`config.mk`:
```
export PLATFORM = sky130hd
export DESIGN_NAME = nes_dual_poll_sequencer_flat
export DESIGN_NICKNAME = d
export VERILOG_FILES = /design/src/rtl/nes_dual_poll_sequencer_if.sv /design/src/rtl/nes_dual_poll_sequencer.sv /design/src/flat_wrapper.sv
export SDC_FILE = /design/constraint.sdc
export NUM_CORES = 1
export LEC_CHECK = 0
export ABC_AREA = 1
export BUFFER_PORTS_ARGS = -buffer_cell sky130_fd_sc_hd__buf_2
export CAP_MARGIN = 40
export CORE_UTILIZATION = 54
export CTS_BUF_LIST = sky130_fd_sc_hd__clkbuf_4
export CTS_CLUSTER_DIAMETER = 60
export DETAILED_ROUTE_END_ITERATION = 8
export PLACE_DENSITY = 0.75
export SKIP_CTS_REPAIR_TIMING = 1
export SYNTH_ARGS = -nofsm -noshare
export SYNTH_HDL_FRONTEND = slang
export SYNTH_SLANG_ARGS = --single-unit
export TNS_END_PERCENT = 100
```
`constraint.sdc`:
```
create_clock -name clk -period 2.1 [get_ports clk]
set_input_delay 0.42 -clock clk [delete_from_list [all_inputs] [get_ports clk]]
set_output_delay 0.42 -clock clk [all_outputs]
set_load 0.03 [all_outputs]
```
`src/rtl/nes_dual_poll_sequencer_if.sv`:
```
// Signal bundle between the dual NES poll sequencer and its surroundings
// (controller pins plus the button/strobe outputs toward the pong datapath).
interface nes_dual_poll_sequencer_if;
    logic       enable;
    logic       nes_data_l;
    logic       nes_data_r;
    logic       nes_latch;
    logic       nes_pulse;
    logic [7:0] buttons_l;
    logic [7:0] buttons_r;
    logic [7:0] press_l;
    logic [7:0] press_r;
    logic       frame_done;
    logic       busy;

    modport master (
        output enable, nes_data_l, nes_data_r,
        input  nes_latch, nes_pulse, buttons_l, buttons_r,
        input  press_l, press_r, frame_done, busy
    );

    modport slave (
        input  enable, nes_data_l, nes_data_r,
        output nes_latch, nes_pulse, buttons_l, buttons_r,
        output press_l, press_r, frame_done, busy
    );
endinterface

```
`src/rtl/nes_dual_poll_sequencer.sv`:
```
// Polls both NES controllers once per poll period over shared latch/pulse lines,
// publishing per-frame button vectors and one-cycle new-press strobes.
module nes_dual_poll_sequencer #(
    parameter int HALF_CYCLES = 152,
    parameter int POLL_CYCLES = 419583
) (
    input  logic                      clk,
    input  logic                      reset_n,
    nes_dual_poll_sequencer_if.slave  bus
);
    localparam int PW = $clog2(POLL_CYCLES);
    localparam int UW = $clog2(HALF_CYCLES);

    typedef enum logic [2:0] {
        S_WAIT,
        S_LATCH,
        S_READ,
        S_PULSE,
        S_DONE
    } state_t;

    state_t        state;
    logic [PW-1:0] poll_cnt;
    logic [UW-1:0] unit_cnt;
    logic [2:0]    bit_idx;
    logic          latch_half;
    logic [7:0]    shift_l;
    logic [7:0]    shift_r;
    logic          latch_q;
    logic          pulse_q;
    logic [7:0]    buttons_l_q;
    logic [7:0]    buttons_r_q;
    logic [7:0]    press_l_q;
    logic [7:0]    press_r_q;
    logic          frame_done_q;
    logic          busy_q;
    logic          poll_tc;
    logic          unit_end;

    assign poll_tc  = (poll_cnt == PW'(POLL_CYCLES - 1));
    assign unit_end = (unit_cnt == UW'(HALF_CYCLES - 1));

    always_ff @(posedge clk) begin
        if (!reset_n) begin
            poll_cnt <= '0;
        end else if (poll_tc) begin
            poll_cnt <= '0;
        end else begin
            poll_cnt <= poll_cnt + 1'b1;
        end
    end

    always_ff @(posedge clk) begin
        if (!reset_n) begin
            state        <= S_WAIT;
            unit_cnt     <= '0;
            bit_idx      <= '0;
            latch_half   <= 1'b0;
            shift_l      <= '0;
            shift_r      <= '0;
            latch_q      <= 1'b0;
            pulse_q      <= 1'b0;
            buttons_l_q  <= '0;
            buttons_r_q  <= '0;
            press_l_q    <= '0;
            press_r_q    <= '0;
            frame_done_q <= 1'b0;
            busy_q       <= 1'b0;
        end else begin
            frame_done_q <= 1'b0;
            press_l_q    <= '0;
            press_r_q    <= '0;
            case (state)
                S_WAIT: begin
                    unit_cnt <= '0;
                    if (poll_tc && bus.enable) begin
                        state      <= S_LATCH;
                        latch_q    <= 1'b1;
                        busy_q     <= 1'b1;
                        latch_half <= 1'b0;
                    end
                end
                // Latch spans two unit periods; latch_half marks the second one.
                S_LATCH: begin
                    if (unit_end) begin
                        unit_cnt <= '0;
                        if (latch_half) begin
                            state   <= S_READ;
                            latch_q <= 1'b0;
                            bit_idx <= '0;
                        end else begin
                            latch_half <= 1'b1;
                        end
                    end else begin
                        unit_cnt <= unit_cnt + 1'b1;
                    end
                end
                S_READ: begin
                    if (unit_end) begin
                        unit_cnt <= '0;
                        shift_l  <= {shift_l[6:0], bus.nes_data_l};
                        shift_r  <= {shift_r[6:0], bus.nes_data_r};
                        if (bit_idx == 3'd7) begin
                            state <= S_DONE;
                        end else begin
                            state   <= S_PULSE;
                            pulse_q <= 1'b1;
                        end
                    end else begin
                        unit_cnt <= unit_cnt + 1'b1;
                    end
                end
                S_PULSE: begin
                    if (unit_end) begin
                        unit_cnt <= '0;
                        pulse_q  <= 1'b0;
                        bit_idx  <= bit_idx + 1'b1;
                        state    <= S_READ;
                    end else begin
                        unit_cnt <= unit_cnt + 1'b1;
                    end
                end
                // Lines are active-low; press compares against the previous frame.
                S_DONE: begin
                    buttons_l_q  <= ~shift_l;
                    buttons_r_q  <= ~shift_r;
                    press_l_q    <= ~shift_l & ~buttons_l_q;
                    press_r_q    <= ~shift_r & ~buttons_r_q;
                    frame_done_q <= 1'b1;
                    busy_q       <= 1'b0;
                    unit_cnt     <= '0;
                    state        <= S_WAIT;
                end
                default: begin
                    state    <= S_WAIT;
                    unit_cnt <= '0;
                    latch_q  <= 1'b0;
                    pulse_q  <= 1'b0;
                    busy_q   <= 1'b0;
                end
            endcase
        end
    end

    assign bus.nes_latch  = latch_q;
    assign bus.nes_pulse  = pulse_q;
    assign bus.buttons_l  = buttons_l_q;
    assign bus.buttons_r  = buttons_r_q;
    assign bus.press_l    = press_l_q;
    assign bus.press_r    = press_r_q;
    assign bus.frame_done = frame_done_q;
    assign bus.busy       = busy_q;
endmodule
```
`src/flat_wrapper.sv`:
```
// flat-port wrapper written by rule: the top's interface ports become plain ports
module nes_dual_poll_sequencer_flat 
#(
    parameter int HALF_CYCLES = 152,
    parameter int POLL_CYCLES = 419583
)
  (clk, reset_n, bus_enable, bus_nes_data_l, bus_nes_data_r, bus_nes_latch, bus_nes_pulse, bus_buttons_l, bus_buttons_r, bus_press_l, bus_press_r, bus_frame_done, bus_busy);
  nes_dual_poll_sequencer_if bus_i ();
  input  logic clk;
  input  logic reset_n;
  input wire logic [$bits(bus_i.enable)-1:0] bus_enable;
  input wire logic [$bits(bus_i.nes_data_l)-1:0] bus_nes_data_l;
  input wire logic [$bits(bus_i.nes_data_r)-1:0] bus_nes_data_r;
  output wire logic [$bits(bus_i.nes_latch)-1:0] bus_nes_latch;
  output wire logic [$bits(bus_i.nes_pulse)-1:0] bus_nes_pulse;
  output wire logic [$bits(bus_i.buttons_l)-1:0] bus_buttons_l;
  output wire logic [$bits(bus_i.buttons_r)-1:0] bus_buttons_r;
  output wire logic [$bits(bus_i.press_l)-1:0] bus_press_l;
  output wire logic [$bits(bus_i.press_r)-1:0] bus_press_r;
  output wire logic [$bits(bus_i.frame_done)-1:0] bus_frame_done;
  output wire logic [$bits(bus_i.busy)-1:0] bus_busy;
  assign bus_i.enable = bus_enable;
  assign bus_i.nes_data_l = bus_nes_data_l;
  assign bus_i.nes_data_r = bus_nes_data_r;
  assign bus_nes_latch = bus_i.nes_latch;
  assign bus_nes_pulse = bus_i.nes_pulse;
  assign bus_buttons_l = bus_i.buttons_l;
  assign bus_buttons_r = bus_i.buttons_r;
  assign bus_press_l = bus_i.press_l;
  assign bus_press_r = bus_i.press_r;
  assign bus_frame_done = bus_i.frame_done;
  assign bus_busy = bus_i.busy;
  nes_dual_poll_sequencer #(.HALF_CYCLES(HALF_CYCLES), .POLL_CYCLES(POLL_CYCLES)) u_core (.clk(clk), .reset_n(reset_n), .bus(bus_i));
endmodule
```
Word level (Yosys, flattened, before mapping)

Cells that the tools add are included.

Register bits after elaboration: 86
Input bits: 5
Output and inout port bits: 36
Logic and storage cells: 82

Add/subtract/negate cells: 3
Equality and inequality tests: 13
Multiplexer cells: 24
Bitwise logic cells: 10
Reduce and logical (&&, ||, !) cells: 17

Operators by type and width:

| operator                                             | number |
|---|---|
| NOT 8 bit                                            | 4 |
| 2-to-1 mux 3 bit                                     | 9 |
| adder 19 x 1 -> 19 bit (second input constant)       | 1 |
| equality test 19 bit (second input constant)         | 1 |
| bitwise AND 8 bit                                    | 2 |
| case mux 3 bit (4 select lines)                      | 1 |
| AND reduction 4 bit                                  | 3 |
| OR reduction 3 bit                                   | 4 |
| != test 2 x 1 -> 1 bit (second input constant)       | 5 |
| 2-to-1 mux 1 bit                                     | 9 |
| adder 8 x 1 -> 8 bit (second input constant)         | 1 |
| equality test 8 bit (second input constant)          | 1 |
| equality test 3 x 2 -> 1 bit (second input constant) | 2 |
| equality test 3 bit (second input constant)          | 2 |
| case mux 1 bit (3 select lines)                      | 2 |
| case mux 3 bit (2 select lines)                      | 1 |
| AND reduction 2 bit                                  | 3 |
| AND reduction 5 bit                                  | 1 |
| NOT 1 bit                                            | 4 |
| case mux 1 bit (2 select lines)                      | 2 |
| nonzero test 2 bit                                   | 2 |
| adder 3 x 1 -> 3 bit (second input constant)         | 1 |
| equality test 3 x 1 -> 1 bit (second input constant) | 1 |
| zero test 3 bit                                      | 1 |
| 4 further kinds                                      | 4 |

Depth between registers and ports, before layout

Depth after elaboration: 4
Mapped depth: 10
Mapped depth without buffers: 10

Least setup slack after synthesis

No wires, ideal clock.

Kind: flip-flop to flip-flop
From: register u_core.unit_cnt[0]
To: register u_core.shift_l[1]
Library setup time: 0.119 ns
Arrival time: 1.264 ns
Required time: 1.981 ns
Setup slack: 0.717 ns
Stages on the path, launching flop included: 10
Path buffers: 1
Period minus slack after synthesis: 1.383 ns
Cells stage by stage: dfxtp_1 -> ha_1 -> nand2_1 -> inv_1 -> nand3_2 -> inv_2 -> nand2_2 -> buf_2 -> o21ai_1 -> a21oi_1

Cells in the longest elaborated chain, start to end: 2

Ends and longest elaborated chain:

| element                              | RTL line                       | source |
|---|---|---|
| start, declared                      | nes_dual_poll_sequencer.sv:24  | `logic [UW-1:0] unit_cnt;` |
| start signal, assigned               | nes_dual_poll_sequencer.sv:95  | `unit_cnt <= unit_cnt + 1'b1;` |
| start signal, assigned               | nes_dual_poll_sequencer.sv:110 | `unit_cnt <= unit_cnt + 1'b1;` |
| start signal, assigned               | nes_dual_poll_sequencer.sv:120 | `unit_cnt <= unit_cnt + 1'b1;` |
| equality test 8 bit                  | nes_dual_poll_sequencer.sv:41  | `assign unit_end = (unit_cnt == UW'(HALF_CYCLES - 1));` |
| AND reduction 2 bit (no source line) | -                              |  |
| end signal, assigned                 | nes_dual_poll_sequencer.sv:101 | `shift_l <= {shift_l[6:0], bus.nes_data_l};` |
| end, declared                        | nes_dual_poll_sequencer.sv:27  | `logic [7:0] shift_l;` |

Every way passes these cells.
A chain may end at the register's enable or synchronous reset.

Worst setup path after layout

From: register u_core.unit_cnt[0]
To: register u_core.shift_l[4]

The elaborated chain is that of the path after synthesis.

==> run_results.csv <==
group,metric,value,unit
synthesis,async_flop_share,0,%
grt,grt_max_degree,25,
clock_tree,clock_sinks,86,
sta,finalSetupTns,0,ns
worst_setup_path,end_kind,"register",
finish,drive_gt1_share,22.22,%
die,start_util,56.77,%
synthesis,avgSynthCellArea,8.145,um^2
die,pin_count,41,
clock_tree,cts_tree,"yes",
worst_hold_path,hold_class,"in -> reg",
finish,fillers,538,
synthesis,netlist_area,3421,um^2
placement,dp_slack,0.3266,ns
worst_setup_path,cp.arrival,2.17,ns
die,num_rows,28,
routing,drt-initial-drc-count,112,
synthesis,ys.flop_type,"dfxtp_1",
sta,hold_viol,0,
routing,viasPerCell,5.227,
worst_setup_path,worstPathRequired,2.48,ns
routing,drtPass1Iterations,4,
sta,timing.final.crit_share,85.01,%
routing,ant_nets,0,
synthesis,synth-edff-count,0,
finish,n_antenna_cell,0,
sta,drv_slew,0,
clock_tree,clk_path_buf_depth,2,
synthesis,synthesis.nets,430,
routing,routedWlPerCell,12.10,um
worst_setup_path,critical_path_class,"reg -> reg",
sta,skew,0.01859,ns
power_and_ir_drop,ir_drop,0.4432,mV
grt,grt_usage,22.57,%
synthesis,ys_ff_latch,86,
placement,hpwl,4648,um
die,fp.dieH,81.59,um
sta,rsz0062_at_grt,"false",
finish,syn_to_final_growth,12.66,%
worst_setup_path,critPathLaunchType,"register",
sta,slew_headroom,71.43,%
routing,routed_wirelength,6568,um
placement,gp_congestion,0.9107,
power_and_ir_drop,p_leak,1.681,nW
die,core,6026,um^2
clock_tree,cts_buffers,9,
placement,dp_cells,527,
synthesis,yosysWarnings,0,
run_status,status,"completed",
synthesis,ys_seq_area_share,50.33,%
clock_tree,root_buffer,"clkbuf_4",
die,die_w,81.59,um
grt,overflow,0,
power_and_ir_drop,p_per_area,794.0,nW/um^2
grt,antenna_found_initial,0,
sta,post-route-min-period,1.785,ns
finish,nNetsFinal,473,
placement,port_buffers,40,
clock_tree,clock_latency,0.44,ns
sta,setup_ws,0.3149,ns
grt,grt_pass1_wl,11290,um
synthesis,synth_cell_types,33,
routing,drc_errors,0,
sta,setup_violations,0,
finish,final_common_cell,"dfxtp_1",
finish,final_cell_mix,"dfxtp_1, nand2_1, a21oi_1",
routing,vias,2838,
clock_tree,path_clk_slew,0.15,ns
sta,worst_pin_slew,0.4286,ns
worst_setup_path,critPathMaxFanout,24,
finish,final_cells,543,
sta,fmax,560.2,MHz
grt,first_global_vias,2619,
die,dieArea,6657,um^2
synthesis,synthCells,420,
flow_run,maxCapViolCount,0,
clock_tree,htreeDepth,3,
## cell families after synthesis
family | after synthesis | share of synthesized area (%)
AO/OA/AOI/OAI | 80 | 12.51
XOR/XNOR | 7 | 1.792
flip-flops | 86 | 50.33
adder cells (fa/ha/maj) | 5 | 1.829
AND/OR/NAND/NOR | 175 | 25.90
buffers and inverters | 67 | 7.644
## critical path, cell delays in order, from the launching register on
cell and delay, ns:
dfxtp_1 0.39, ha_1 0.18, nand2_1 0.08, inv_1 0.11, nand3_2 0.13, inv_2 0.12
nand2_2 0.25, inv_2 0.25, o21ai_1 0.09, a21oi_1 0.15
## state kept, by name, indices dropped and copies added (netlist names), 3 cells and up
name,flops
u_core.bus.press_l,8
u_core.unit_cnt,8
u_core.shift_l,8
u_core.bus.press_r,8
u_core.bit_idx,3
u_core.state,3
u_core.bus.buttons_l,8
u_core.shift_r,8
u_core.bus.buttons_r,8
u_core.poll_cnt,19
## per-stage QoR
stage	utilization (%)	power, mW	cell area (um^2)	hold WS, ns
global route	63.95	3.196	3854	0.2043
floorplan	-	1.951	3421	0.4173
global placement	61.17	2.010	3686	0.4247
CTS	63.95	3.091	3854	0.1875
finish	63.95	3.060	3854	0.2112
detailed placement	61.17	2.017	3686	0.4336
## cell usage after synthesis (6+ instances only)
library cell  number  area (um^2)
nand3_1           10        50.05
o21ai_0           10        50.05
nor2_1            39        146.4
nor3_1            20        100.1
nand4_1            6        37.54
a21oi_1           46        230.2
nand2_2            9        56.30
inv_2             12        45.04
nand2_1           63        236.5
dfxtp_1           86         1722
a211oi_1           6        45.04
xor2_1             6        52.55
o21ai_1           14        70.07
inv_1             44        165.2
## final cells by class
type / instances / area (um^2) / share of cell area, %
timing repair buffer: 43 / 222.7 / 5.779
multi-input combinational: 267 / 1438 / 37.31
tap: 75 / 93.84 / 2.435
sequential: 86 / 1722 / 44.68
inverter: 56 / 210.2 / 5.455
clock buffer: 10 / 75.07 / 1.948
clock inverter: 6 / 92.59 / 2.403
## where the power goes
group / internal [mW] / switching, mW / total [mW]
sequential: 1.66 / 0.0263 / 1.69
clock: 0.504 / 0.576 / 1.08
combinational: 0.0904 / 0.198 / 0.289
total: 2.26 / 0.801 / 3.06
## metal layers
layer  part of all wire, %  wire length, um  global-route usage [%]
met5                     0                0                       0
met4                   1.7              113                   8.947
met3                   4.5              297                   7.000
met2                    49             3242                   39.50
met1                    44             2915                   25.45
## path summary, 6_finish.rpt
check                               start                     to  slack (ns)  cells after the start
setup / recovery       u_core.unit_cnt[0]      u_core.shift_l[4]        0.31                      9
hold / removal             bus_nes_data_l      u_core.shift_l[0]        0.21                      3
setup reg to reg       u_core.unit_cnt[0]      u_core.shift_l[4]        0.31                      9
hold reg to reg   u_core.bus.buttons_r[4]  u_core.bus.press_r[4]        0.45                      1
(Power assumes the default switching activity.)
